`src/rtl/dish_washer_ctrl_param.sv`:
```
// Dish-washer program sequencer: fill, detergent, timed wash, rinse passes, drain, dry.
// Internal cycle timers, fill/drain watchdogs and a latched fault state that only reset clears.
module dish_washer_ctrl_param #(
  parameter int WASH_CYCLES   = 16,
  parameter int RINSE_CYCLES  = 8,
  parameter int DRY_CYCLES    = 16,
  parameter int RINSE_PASSES  = 2,
  parameter int FILL_TIMEOUT  = 64,
  parameter int DRAIN_TIMEOUT = 64,
  parameter int TIMER_W       = 8
) (
  input  logic       i_clk,
  input  logic       i_rst,
  input  logic       i_start,
  input  logic       i_classify,
  input  logic       i_filled,
  input  logic       i_drained,
  input  logic       i_detergent_added,
  output logic       o_fill_valve_on,
  output logic       o_fill_valve_second_on,
  output logic       o_drained_valve_on,
  output logic       o_door_lock,
  output logic       o_done,
  output logic       o_fault,
  output logic [3:0] o_state
);

  typedef enum logic [3:0] {
    S_IDLE       = 4'd0,
    S_FILL       = 4'd1,
    S_DETERGENT  = 4'd2,
    S_WASH       = 4'd3,
    S_DRAIN      = 4'd4,
    S_RINSE_FILL = 4'd5,
    S_RINSE      = 4'd6,
    S_DRY        = 4'd7,
    S_DONE       = 4'd8,
    S_FAULT      = 4'd9
  } state_t;

  localparam int RC_W = (RINSE_PASSES < 1) ? 1 : $clog2(RINSE_PASSES + 1);

  localparam logic [TIMER_W-1:0] L_WASH       = TIMER_W'(WASH_CYCLES);
  localparam logic [TIMER_W-1:0] L_WASH_HEAVY = TIMER_W'(2 * WASH_CYCLES);
  localparam logic [TIMER_W-1:0] L_RINSE      = TIMER_W'(RINSE_CYCLES);
  localparam logic [TIMER_W-1:0] L_DRY        = TIMER_W'(DRY_CYCLES);
  localparam logic [TIMER_W-1:0] L_FILL_LAST  = TIMER_W'(FILL_TIMEOUT - 1);
  localparam logic [TIMER_W-1:0] L_DRAIN_LAST = TIMER_W'(DRAIN_TIMEOUT - 1);

  state_t              r_state;
  logic [TIMER_W-1:0]  r_timer;
  logic [TIMER_W-1:0]  r_wdog;
  logic [RC_W-1:0]     r_rinseCnt;
  logic                r_heavy;

  logic w_timerLast;
  logic w_fillExpired;
  logic w_drainExpired;
  logic w_moreRinse;

  // Timer holds the cycles left including the current one; watchdog counts cycles already spent.
  assign w_timerLast    = (r_timer == TIMER_W'(1));
  assign w_fillExpired  = (r_wdog == L_FILL_LAST);
  assign w_drainExpired = (r_wdog == L_DRAIN_LAST);
  assign w_moreRinse    = ($signed({1'b0, r_rinseCnt}) < RINSE_PASSES);

  always_ff @(posedge i_clk or posedge i_rst) begin
    if (i_rst) begin
      r_state    <= S_IDLE;
      r_timer    <= '0;
      r_wdog     <= '0;
      r_rinseCnt <= '0;
      r_heavy    <= 1'b0;
    end else begin
      case (r_state)
        S_IDLE: begin
          if (i_start) begin
            r_state    <= S_FILL;
            r_heavy    <= i_classify;
            r_rinseCnt <= '0;
            r_wdog     <= '0;
          end
        end
        S_FILL: begin
          if (i_filled) begin
            r_state <= S_DETERGENT;
          end else if (w_fillExpired) begin
            r_state <= S_FAULT;
          end else begin
            r_wdog <= r_wdog + 1'b1;
          end
        end
        S_DETERGENT: begin
          if (i_detergent_added) begin
            r_state <= S_WASH;
            r_timer <= r_heavy ? L_WASH_HEAVY : L_WASH;
          end
        end
        S_WASH: begin
          if (w_timerLast) begin
            r_state <= S_DRAIN;
            r_wdog  <= '0;
          end else begin
            r_timer <= r_timer - 1'b1;
          end
        end
        S_DRAIN: begin
          if (i_drained) begin
            if (w_moreRinse) begin
              r_state <= S_RINSE_FILL;
              r_wdog  <= '0;
            end else begin
              r_state <= S_DRY;
              r_timer <= L_DRY;
            end
          end else if (w_drainExpired) begin
            r_state <= S_FAULT;
          end else begin
            r_wdog <= r_wdog + 1'b1;
          end
        end
        S_RINSE_FILL: begin
          if (i_filled) begin
            r_state <= S_RINSE;
            r_timer <= L_RINSE;
          end else if (w_fillExpired) begin
            r_state <= S_FAULT;
          end else begin
            r_wdog <= r_wdog + 1'b1;
          end
        end
        S_RINSE: begin
          if (w_timerLast) begin
            r_state    <= S_DRAIN;
            r_wdog     <= '0;
            r_rinseCnt <= r_rinseCnt + 1'b1;
          end else begin
            r_timer <= r_timer - 1'b1;
          end
        end
        S_DRY: begin
          if (w_timerLast) begin
            r_state <= S_DONE;
          end else begin
            r_timer <= r_timer - 1'b1;
          end
        end
        S_DONE:  r_state <= S_IDLE;
        S_FAULT: r_state <= S_FAULT;
        default: r_state <= S_IDLE;
      endcase
    end
  end

  // In FAULT the door stays locked only until the tub reports empty.
  always_comb begin
    o_fill_valve_on        = 1'b0;
    o_fill_valve_second_on = 1'b0;
    o_drained_valve_on     = 1'b0;
    o_door_lock            = 1'b0;
    o_done                 = 1'b0;
    o_fault                = 1'b0;
    case (r_state)
      S_FILL, S_RINSE_FILL: begin
        o_fill_valve_on        = 1'b1;
        o_fill_valve_second_on = r_heavy;
        o_door_lock            = 1'b1;
      end
      S_DETERGENT, S_WASH, S_RINSE, S_DRY: begin
        o_door_lock = 1'b1;
      end
      S_DRAIN: begin
        o_drained_valve_on = 1'b1;
        o_door_lock        = 1'b1;
      end
      S_DONE: begin
        o_done = 1'b1;
      end
      S_FAULT: begin
        o_fault            = 1'b1;
        o_drained_valve_on = 1'b1;
        o_door_lock        = ~i_drained;
      end
      default: begin
        o_done = 1'b0;
      end
    endcase
  end

  assign o_state = r_state;

endmodule

```
`config.mk`:
```
export PLATFORM = sky130hd
export DESIGN_NAME = dish_washer_ctrl_param
export DESIGN_NICKNAME = d
export VERILOG_FILES = /design/src/rtl/dish_washer_ctrl_param.sv
export SDC_FILE = /design/constraint.sdc
export NUM_CORES = 1
export LEC_CHECK = 0
export CAP_MARGIN = 40
export CORE_ASPECT_RATIO = 2
export CORE_MARGIN = 5
export CORE_UTILIZATION = 49
export DETAILED_ROUTE_END_ITERATION = 8
export HOLD_SLACK_MARGIN = 0.08
export PLACE_DENSITY = 0.81
export SYNTH_ARGS = -nofsm -noshare
export SYNTH_HDL_FRONTEND = slang
export SYNTH_SLANG_ARGS = --single-unit
export TNS_END_PERCENT = 30
```
`constraint.sdc`:
```
create_clock -name i_clk -period 2.5 [get_ports i_clk]
set_input_delay 0.5 -clock i_clk [delete_from_list [all_inputs] [get_ports i_clk]]
set_output_delay 0.5 -clock i_clk [all_outputs]
set_load 0.05 [all_outputs]
```
==> impl_metrics.tcl <==
set metrics [dict create \
    drc 0 \
    antenna-diode-count 0 \
    cp-startpoint "o_state[2]" \
    cts_resized 0 \
    status "finished, final reports clean" \
    initial_core_util 0.4986 \
    crit_fanout 17 \
    die_h_um 95.22 \
    synth_cell_types 64 \
    cts.path.max_buffers 2 \
    fill_cells 347 \
    wire_per_inst_um 18.02 \
    core_mm2 0.003568 \
    cts_max_level 1 \
    regArea_um2 575.6 \
    syn_nets 207 \
    fin_crit_sh 0.9429 \
    layout-drive-gt1-share 0.1916 \
    synth_area_mm2 0.001779 \
    path_cells "or2b_2 -> nor2_1 -> a21oi_1 -> nor2_1 -> buf_12" \
    overflow 0 \
    post-synth-top-count-cell "dfrtp_1" \
    cts_root_buf "clkbuf_8" \
    ys_ff_latch 23 \
    holdWs_ns 0.5269 \
    synthCells 197 \
    skew_ns 0.004568 \
    max_cap_viol_count 0 \
    cp.arrival_ns 1.86 \
    min_path_type "flip-flop to flip-flop" \
    critPathRequiredTime_ns 2.00 \
    ir_drop_v 0.0006325 \
    die_area_mm2 0.005009 \
    firstDrtPassIters 4 \
    r2r_start "o_state[2]" \
    grt_max_degree 24 \
    cp_slowest_cell "dfrtp_1" \
    vias_per_cell 6.388 \
    gp_congestion 0.9570 \
    clkTransAtPathRegs_ns 0.09 \
    placementRows 31 \
    portBuffers 16 \
    io_pins 17 \
    synth_edf_count 0 \
    relSlewSlack 0.4712 \
    synth_commonest_cells "dfrtp_1, a21oi_1, nor2_1, inv_1" \
    cts.sinks 23 \
    num_vias 1680 \
    ys.warnings.count 0 \
    static-leakage-power_uw 0.0008513 \
    max_stage_delay_ns 0.68 \
    postCtsHoldBufs 0 \
    seq_area_frac_synth 0.3235 \
    wirelength_um 4738 \
    slew_viol_final 0 \
    layout_min_cycle_time_ns 2.357 \
    synth_area_per_cell_um2 9.032 \
    drtIter0Drc 49 \
    clkLatencyLatePin_ns 0.26 \
    num-nets-final 225 \
    synth_top_area_frac 0.3235 \
    cts_setup_buffers 0 \
    syn2layout_area_growth_pct 15.47 \
    ys.flop_type "dfrtp_1" \
    cp-start-kind "flip-flop" \
    crit_path_frequent_cell "nor2_1" \
    crit_type "flip-flop to output pin" \
    cts_tree "built" \
    pwr_density_cell_mw_per_mm2 1223 \
    yosys-top-cells-area "dfrtp_1, a21oi_1, nor2_1" \
    setup_violations 0 \
    cts_made_buffers 3 \
    hold_viol_final 0 \
    fmax_ghz 0.4242 \
    synth.largest_area_cell "dfrtp_1" \
    chipWidth_um 52.61 \
    utilization 0.5757 \
    critPathCaptureType "output pin" \
    grt_pass1_wl_um 7893 \
    multi_input_area_mm2 0.001074 \
    grtUsageTotal 0.2061 \
    postSynth.asyncResetShare 1.000 \
    grt_pass1_vias 1704 \
    place_hpwl_um 3711 \
    tightest_slew_ns 0.7880 \
    hold_path.startpoint "r_rinseCnt[0]" \
    antenna_left 0 \
    rsz0062_at_grt "no" \
    antenna_found_initial 0 \
]
-- stage by stage --
stage | cells | power [uW] | instance area, um2 | worst slack (ns) | setup TNS, ns
final | 263 | 2513 | 2054 | 0.1427 | 0
after global routing | 263 | 2684 | 2054 | 0.009821 | 0
after CTS | 263 | 2515 | 2054 | 0.1463 | 0
after detailed placement | 259 | 2278 | 2008 | 0.3445 | 0
after global placement | 259 | 2250 | 2008 | 0.3654 | 0
after floorplan | 197 | 1815 | 1783 | -0.1999 | -0.1999
-- cell usage in the layout, fill, tap and decap left out, types with 2 or more instances in the layout --
master            n
nand4_1           2
nand2_1           6
ha_1              3
a32oi_1           3
dfrtp_1          23
inv_1            12
o22ai_1           4
a21boi_0          3
o22a_1            4
o21a_1            2
nand3_1           6
nand3b_1          2
buf_4            11
mux2_2            2
clkbuf_8          3
a31oi_1           4
a21oi_1          17
a22o_1            4
o211ai_1          3
o21ai_0           4
or2b_2            2
and3_1            4
o2bb2ai_1         4
nor3_1            5
a21o_1            4
buf_12            4
o221ai_1          5
nor2b_1           4
clkdlybuf4s50_1   9
nor4_4            2
mux2i_1           3
a2bb2oi_1         2
nor2_1           17
-- final timing paths --
check | end | slack, ns | cells past startpoint
worst max-delay path | o_drained_valve_on | 0.14 | 5
worst min-delay path | r_rinseCnt[0] | 0.53 | 1
worst max register to register | r_timer[4] | 0.48 | 5
worst min register to register | r_rinseCnt[0] | 0.53 | 1
max in group asynchronous | r_wdog[5] | 1.66 | 3
min in group asynchronous | r_wdog[3] | 0.60 | 3
-- power breakdown --
group / switching (uW) / internal [uW]
registers: 241 / 495
clock network: 121 / 111
logic: 859 / 686
total: 1220 / 1290
-- cell families after synthesis --
kind of cell | count (synthesis) | share of synthesized area
flops | 23 | 0.3235
simple gates | 69 | 0.2483
fa+ha+maj | 3 | 0.02110
compound gates | 73 | 0.2975
mux | 5 | 0.02954
buf+inv | 23 | 0.07524
xor+xnor | 1 | 0.004924
-- per-layer routing --
metal / part of all wire / GRT usage / wire length (um) / vias to the layer above
met5: 0 / 0 / 0 / -
li1: - / - / - / 785
met4: 0.055 / 0.1215 / 262 / 0
met2: 0.58 / 0.3942 / 2726 / 53
met1: 0.34 / 0.2026 / 1615 / 821
met3: 0.028 / 0.01721 / 134 / 21
-- layout make-up --
type,instances,area share
Inverter,12,0.02192
Timing Repair Buffer,24,0.1230
Tap cell,49,0.02984
Clock inverter,1,0.002436
Multi-Input combinational cell,151,0.5225
Sequential cell,23,0.2801
Clock buffer,3,0.02010
-- sequential cells by signal (all words and copies together) (netlist names) --
register / cells
r_rinseCnt: 2
r_heavy: 1
r_timer: 8
o_state: 4
r_wdog: 8
-- worst max-delay path: cells and delay by family, from the launching register on --
family	cells	cell delay (ns)
flops	1	0.68
buf+inv	1	0.17
simple gates	3	0.69
compound gates	1	0.05
Note: power is estimated with default switching activity, not from simulation.
